==> src/rtl/c5_alu_seq.sv <==
// ---------------------------------------------------------------------------
// c5_alu_seq : sequential ALU for the c5 execute stage.
//
// Single-cycle ops (ADD, SUB, SLTU, SLT, OR, AND, XOR, NOR) are computed
// combinationally and registered, so one op per clock can be issued.
// Multi-cycle ops (MULTU, MULT, DIVU, DIV) use an iterative shift-add
// multiplier and a restoring divider. They take WIDTH iterations plus one
// sign-correction cycle.
//
// Build option: define C5_ALU_MULDIV_EN to build the multiplier/divider.
// Without it, opcodes 9-12 behave like undefined codes: single-cycle, result 0.
// Without it, O_busy is tied 0 and O_ready is tied 1.
//
// Ports:
//   I_clk          clock, rising edge
//   I_reset        synchronous reset, active-high
//   I_valid        operation request (accepted when I_valid && O_ready)
//   O_ready        unit can accept an operation this cycle
//   I_a_in/I_b_in  operands A and B (WIDTH bits)
//   I_alu_function opcode (4 bits)
//   O_valid        one-cycle pulse, results valid
//   O_c_alu        result / product low word / quotient
//   O_hi           product high word / remainder, 0 for single-cycle ops
//   O_busy         multi-cycle operation in progress
// ---------------------------------------------------------------------------
module c5_alu_seq #(
   parameter int unsigned WIDTH = 32
) (
   input  logic             I_clk,
   input  logic             I_reset,
   input  logic             I_valid,
   output logic             O_ready,
   input  logic [WIDTH-1:0] I_a_in,
   input  logic [WIDTH-1:0] I_b_in,
   input  logic [3:0]       I_alu_function,
   output logic             O_valid,
   output logic [WIDTH-1:0] O_c_alu,
   output logic [WIDTH-1:0] O_hi,
   output logic             O_busy
);

   localparam logic [3:0] OP_ADD  = 4'd1;
   localparam logic [3:0] OP_SUB  = 4'd2;
   localparam logic [3:0] OP_SLTU = 4'd3;
   localparam logic [3:0] OP_SLT  = 4'd4;
   localparam logic [3:0] OP_OR   = 4'd5;
   localparam logic [3:0] OP_AND  = 4'd6;
   localparam logic [3:0] OP_XOR  = 4'd7;
   localparam logic [3:0] OP_NOR  = 4'd8;

   // Output stage registers
   logic             valid_q, valid_d;
   logic [WIDTH-1:0] c_q, c_d;
   logic [WIDTH-1:0] hi_q, hi_d;

   // Single-cycle result
   logic [WIDTH-1:0] sc_sum;
   logic [WIDTH:0]   sc_diff;
   logic             sc_slt;
   logic [WIDTH-1:0] sc_res;

   // Combinational ALU; the borrow of A-B doubles as the unsigned compare
   always_comb begin
      sc_sum  = I_a_in + I_b_in;
      sc_diff = {1'b0, I_a_in} - {1'b0, I_b_in};
      // Differing signs decide directly; equal signs fall back to the borrow
      sc_slt  = (I_a_in[WIDTH-1] != I_b_in[WIDTH-1]) ? I_a_in[WIDTH-1] : sc_diff[WIDTH];
      sc_res  = '0;
      case (I_alu_function)
         OP_ADD:  sc_res = sc_sum;
         OP_SUB:  sc_res = sc_diff[WIDTH-1:0];
         OP_SLTU: sc_res = {{(WIDTH-1){1'b0}}, sc_diff[WIDTH]};
         OP_SLT:  sc_res = {{(WIDTH-1){1'b0}}, sc_slt};
         OP_OR:   sc_res = I_a_in | I_b_in;
         OP_AND:  sc_res = I_a_in & I_b_in;
         OP_XOR:  sc_res = I_a_in ^ I_b_in;
         OP_NOR:  sc_res = ~(I_a_in | I_b_in);
         default: sc_res = '0;
      endcase
   end

`ifdef C5_ALU_MULDIV_EN

   localparam logic [3:0] OP_MULTU = 4'd9;
   localparam logic [3:0] OP_MULT  = 4'd10;
   localparam logic [3:0] OP_DIVU  = 4'd11;
   localparam logic [3:0] OP_DIV   = 4'd12;
   localparam int unsigned CNT_W   = $clog2(WIDTH + 1);

   typedef enum logic [1:0] {S_IDLE, S_BUSY, S_FINISH} state_t;

   state_t             state_q, state_d;
   logic [CNT_W-1:0]   cnt_q, cnt_d;
   logic               is_mul_q, is_mul_d;
   logic               neg_q, neg_d;       // negate product / quotient
   logic               rneg_q, rneg_d;     // negate remainder
   logic               div0_q, div0_d;     // divide by zero
   logic [WIDTH-1:0]   mcand_q, mcand_d;   // multiplicand or divisor magnitude
   logic [2*WIDTH-1:0] acc_q, acc_d;       // mul: {hi, lo}; div: {rem, dividend/quotient}
   logic               ready_q, ready_d;
   logic               busy_q, busy_d;

   logic               is_md, is_sgn, a_neg, b_neg;
   logic [WIDTH-1:0]   a_mag, b_mag;
   logic [WIDTH:0]     mul_sum;
   logic [2*WIDTH-1:0] mul_next;
   logic [WIDTH:0]     div_r2, div_diff;
   logic [2*WIDTH-1:0] div_next;
   logic [2*WIDTH-1:0] prod_fin;
   logic [WIDTH-1:0]   quo_fin, rem_fin;

   // Operand magnitudes for the signed variants
   always_comb begin
      is_md  = (I_alu_function == OP_MULTU) || (I_alu_function == OP_MULT) ||
               (I_alu_function == OP_DIVU)  || (I_alu_function == OP_DIV);
      is_sgn = (I_alu_function == OP_MULT) || (I_alu_function == OP_DIV);
      a_neg  = is_sgn && I_a_in[WIDTH-1];
      b_neg  = is_sgn && I_b_in[WIDTH-1];
      a_mag  = a_neg ? -I_a_in : I_a_in;
      b_mag  = b_neg ? -I_b_in : I_b_in;
   end

   // One iteration step of each engine, plus final sign correction
   always_comb begin
      mul_sum  = {1'b0, acc_q[2*WIDTH-1:WIDTH]} + {1'b0, (acc_q[0] ? mcand_q : '0)};
      mul_next = {mul_sum, acc_q[WIDTH-1:1]};
      div_r2   = {acc_q[2*WIDTH-1:WIDTH], acc_q[WIDTH-1]};
      div_diff = div_r2 - {1'b0, mcand_q};
      // Borrow set means the divisor did not fit: restore
      div_next = div_diff[WIDTH] ? {div_r2[WIDTH-1:0], acc_q[WIDTH-2:0], 1'b0}
                                 : {div_diff[WIDTH-1:0], acc_q[WIDTH-2:0], 1'b1};
      prod_fin = neg_q ? -acc_q : acc_q;
      quo_fin  = div0_q ? '1 : (neg_q ? -acc_q[WIDTH-1:0] : acc_q[WIDTH-1:0]);
      rem_fin  = rneg_q ? -acc_q[2*WIDTH-1:WIDTH] : acc_q[2*WIDTH-1:WIDTH];
   end

   // Next-state and output logic
   always_comb begin
      state_d  = state_q;
      cnt_d    = cnt_q;
      is_mul_d = is_mul_q;
      neg_d    = neg_q;
      rneg_d   = rneg_q;
      div0_d   = div0_q;
      mcand_d  = mcand_q;
      acc_d    = acc_q;
      valid_d  = 1'b0;
      c_d      = c_q;
      hi_d     = hi_q;

      case (state_q)
         S_IDLE: begin
            if (I_valid) begin
               if (is_md) begin
                  state_d  = S_BUSY;
                  cnt_d    = CNT_W'(WIDTH);
                  is_mul_d = (I_alu_function == OP_MULTU) || (I_alu_function == OP_MULT);
                  div0_d   = !is_mul_d && (I_b_in == '0);
                  // Divide by zero keeps the quotient sign positive
                  neg_d    = (a_neg ^ b_neg) && !div0_d;
                  rneg_d   = a_neg;
                  if (is_mul_d) begin
                     mcand_d = a_mag;
                     acc_d   = {{WIDTH{1'b0}}, b_mag};
                  end else begin
                     mcand_d = b_mag;
                     acc_d   = {{WIDTH{1'b0}}, a_mag};
                  end
               end else begin
                  valid_d = 1'b1;
                  c_d     = sc_res;
                  hi_d    = '0;
               end
            end
         end
         S_BUSY: begin
            acc_d = is_mul_q ? mul_next : div_next;
            cnt_d = cnt_q - CNT_W'(1);
            if (cnt_q == CNT_W'(1)) begin
               state_d = S_FINISH;
            end
         end
         S_FINISH: begin
            valid_d = 1'b1;
            state_d = S_IDLE;
            if (is_mul_q) begin
               c_d  = prod_fin[WIDTH-1:0];
               hi_d = prod_fin[2*WIDTH-1:WIDTH];
            end else begin
               c_d  = quo_fin;
               hi_d = rem_fin;
            end
         end
         default: state_d = S_IDLE;
      endcase

      ready_d = (state_d == S_IDLE);
      busy_d  = (state_d != S_IDLE);
   end

   // State and datapath registers
   always_ff @(posedge I_clk) begin
      if (I_reset) begin
         state_q  <= S_IDLE;
         cnt_q    <= '0;
         is_mul_q <= 1'b0;
         neg_q    <= 1'b0;
         rneg_q   <= 1'b0;
         div0_q   <= 1'b0;
         mcand_q  <= '0;
         acc_q    <= '0;
         valid_q  <= 1'b0;
         c_q      <= '0;
         hi_q     <= '0;
         ready_q  <= 1'b1;
         busy_q   <= 1'b0;
      end else begin
         state_q  <= state_d;
         cnt_q    <= cnt_d;
         is_mul_q <= is_mul_d;
         neg_q    <= neg_d;
         rneg_q   <= rneg_d;
         div0_q   <= div0_d;
         mcand_q  <= mcand_d;
         acc_q    <= acc_d;
         valid_q  <= valid_d;
         c_q      <= c_d;
         hi_q     <= hi_d;
         ready_q  <= ready_d;
         busy_q   <= busy_d;
      end
   end

   assign O_ready = ready_q;
   assign O_busy  = busy_q;

`else

   // Single-cycle only: every request is accepted and answered next cycle
   always_comb begin
      valid_d = 1'b0;
      c_d     = c_q;
      hi_d    = hi_q;
      if (I_valid) begin
         valid_d = 1'b1;
         c_d     = sc_res;
         hi_d    = '0;
      end
   end

   // Output stage registers
   always_ff @(posedge I_clk) begin
      if (I_reset) begin
         valid_q <= 1'b0;
         c_q     <= '0;
         hi_q    <= '0;
      end else begin
         valid_q <= valid_d;
         c_q     <= c_d;
         hi_q    <= hi_d;
      end
   end

   assign O_ready = 1'b1;
   assign O_busy  = 1'b0;

`endif

   assign O_valid = valid_q;
   assign O_c_alu = c_q;
   assign O_hi    = hi_q;

endmodule

==> config.mk <==
export PLATFORM = sky130hd
export DESIGN_NAME = c5_alu_seq
export DESIGN_NICKNAME = d
export VERILOG_FILES = /design/src/rtl/c5_alu_seq.sv
export SDC_FILE = /design/constraint.sdc
export NUM_CORES = 1
export LEC_CHECK = 0
export CAP_MARGIN = 20
export CORE_ASPECT_RATIO = 0.8
export CORE_MARGIN = 2
export CORE_UTILIZATION = 65
export DETAILED_ROUTE_END_ITERATION = 7
export DONT_BUFFER_PORTS = 1
export GPL_ROUTABILITY_DRIVEN = 0
export GPL_TIMING_DRIVEN = 0
export PLACE_DENSITY_LB_ADDON = 0.12
export REMOVE_ABC_BUFFERS = 1
export SLEW_MARGIN = 30
export SYNTH_ARGS = -nofsm -noshare
export SYNTH_HDL_FRONTEND = slang
export SYNTH_SLANG_ARGS = --single-unit
==> constraint.sdc <==
create_clock -name I_clk -period 5.4 [get_ports I_clk]
set_clock_uncertainty 0.1 [all_clocks]
set_input_delay 1.62 -clock I_clk [delete_from_list [all_inputs] [get_ports I_clk]]
set_output_delay 1.62 -clock I_clk [all_outputs]
set_load 0.1 [all_outputs]
==> results.ini <==
[die]
start_util=0.658
row_count=33
core_sq_um=10100
dieArea_sq_um=11100
ios=138
die_h_um=94.5
fp.dieW_um=117

[detailed_routing]
via_count=7599
first_pass_iters=8
drt.antenna.violating_nets=0
dr.first_iter.drc_count=1249
wirelength_um=22500
drc_errors=0
routedWlPerCell_um=21.0
via_per_inst=7.10

[grt]
grt-ovfl-total=0
antenna_found_initial=0
grt_max_degree=36
grt_pass1_wl_um=34700
grt_pass1_vias=6862
track_usage=0.397

[clock_network]
cts_tree=done
cts_buffers=5
htree_levels=2
hold_buffers=0
cts_resized=0
clk-insertion-delay-late_ps=290
clock-sinks=33
max-clock-path-buffers=2
cts_root_buf=clkbuf_16
post_cts_buffers=0
path_clk_slew_ps=70

[logic_synthesis]
synth_most_common_cell=inv_1
ys_top_cells_by_count=inv_1, ha_1, a21oi_1, nor2_1, o21ai_0
syn_area_per_cell_sq_um=6.79
yosysSeqAreaShare=0.0992
syn_inst=981
synth_top_flop_cell=dfxtp_1
netlist_area_sq_um=6660
synthArstFlopShare=0
yosysTopAreaCell=ha_1
ys_warn_count=0
ys_ff_latch=33
synth_area_leaders=ha_1, dfxtp_1, a21oi_1
synth-edff-count=0
ys_types=67
yosys.area.top_type_share=0.182

[status]
outcome=completed

[layout]
syn_to_final_growth_pct=0.752
diodes=0
finalNetCount=1099
drive_above_1_share=0.0355

[sta]
fmax_mhz=205
grt_setup_unrepaired=false
fin_ws_ps=518
final.setup.tns_ps=0
fin_crit_sh=0.904
slew_headroom=0.311
drv_slew=0
tightestPinTransition_ps=1030
hold_viol=0
fin_crit_ps=4880
setup_viol=0

[power_and_ir_drop]
static-leakage-power_uw=0.00298
max-vdd-ir-drop_uv=118
p_per_area_nw_per_um2=205

[worst_hold_path]
hold_path.class=reg2reg

[setup_path]
startpoint_type=input pin
required_ps=5480
arrival_ps=4960
critPathKind=in2reg
end_kind=register
crit_fanout=4

[placement]
hpwl_um=16100
pre_cts_ws_ps=421
numPortBuffers=0

[job]
drv_cap=0

per-layer routing:
layer,track usage,routed length (um),vias to the layer above
li1,-,-,3375
met1,0.531,8470,3437
met2,0.604,9410,677
met3,0.105,3700,110
met4,0.161,890,0
met5,0,0,-
path summary, 6_finish.rpt:
kind	startpoint	to	slack [ps]	cells after the start
max	I_a_in[0]	O_c_alu[26]	520	12
max reg2reg	O_c_alu[15]	O_c_alu[15]	3140	6
min	O_c_alu[11]	O_c_alu[11]	630	2
min reg2reg	O_c_alu[11]	O_c_alu[11]	630	2
state kept, by name (all words and copies together), names as in the netlist:
register,cells
O_c_alu,32
O_valid,1
critical path, stage by stage:
cell      delay, ps
inv_1            40
ha_1            230
fa_1            420
o21bai_1        150
a21oi_1         150
o31ai_1         360
a21boi_0        310
o21ai_0         610
a41oi_1         350
o21ai_0         370
mux2i_1         240
o21ai_0         100
power breakdown:
part           internal (uW)  switching, uW  total [uW]
Sequential               253           75.7         329
Clock                    264            135         399
Combinational            186            463         648
cell families after synthesis:
family,after synthesis,share of synthesized area
flip-flops,33,0.0992
other,2,0.00113
AND/OR/NAND/NOR,269,0.186
buffers and inverters,193,0.129
multiplexers,15,0.0226
XOR/XNOR,5,0.00658
AO/OA/AOI/OAI,365,0.366
adder cells (fa/ha/maj),99,0.188
cell usage in the layout (no fill, tap or decap), types with 12 or more instances in the layout:
| master | n |
|---|---|
| inv_1 | 98 |
| nor2b_1 | 13 |
| ha_1 | 97 |
| a221oi_1 | 24 |
| nor2_1 | 86 |
| a21oi_1 | 94 |
| nand3_1 | 17 |
| nand2_1 | 69 |
| nor3_1 | 27 |
| o31ai_1 | 12 |
| a22oi_1 | 12 |
| o211ai_1 | 15 |
| mux2i_1 | 15 |
| o21bai_1 | 18 |
| dfxtp_1 | 31 |
| conb_1 | 34 |
| o21ai_0 | 74 |
final cells by class:
class | count | area (sq um)
fillers | 925 | 3410
flip-flops and latches | 33 | 663
well taps | 140 | 175
clock buffers | 5 | 125
inverters | 100 | 375
multi-input cells | 787 | 5280
clock inverters | 3 | 65.1
repair buffers | 2 | 26.3
stage by stage:
stage	hold slack (ps)	power, uW	area (sq um)	util	std cells
after CTS	820	1340	6700	0.662	1070
after global routing	654	1420	6710	0.663	1070
after floorplan	775	820	6290	-	920
after global placement	819	930	6470	0.639	1060
final	634	1380	6710	0.663	1070
after detailed placement	805	947	6510	0.644	1062
Note: power is estimated with default switching activity, not from simulation.
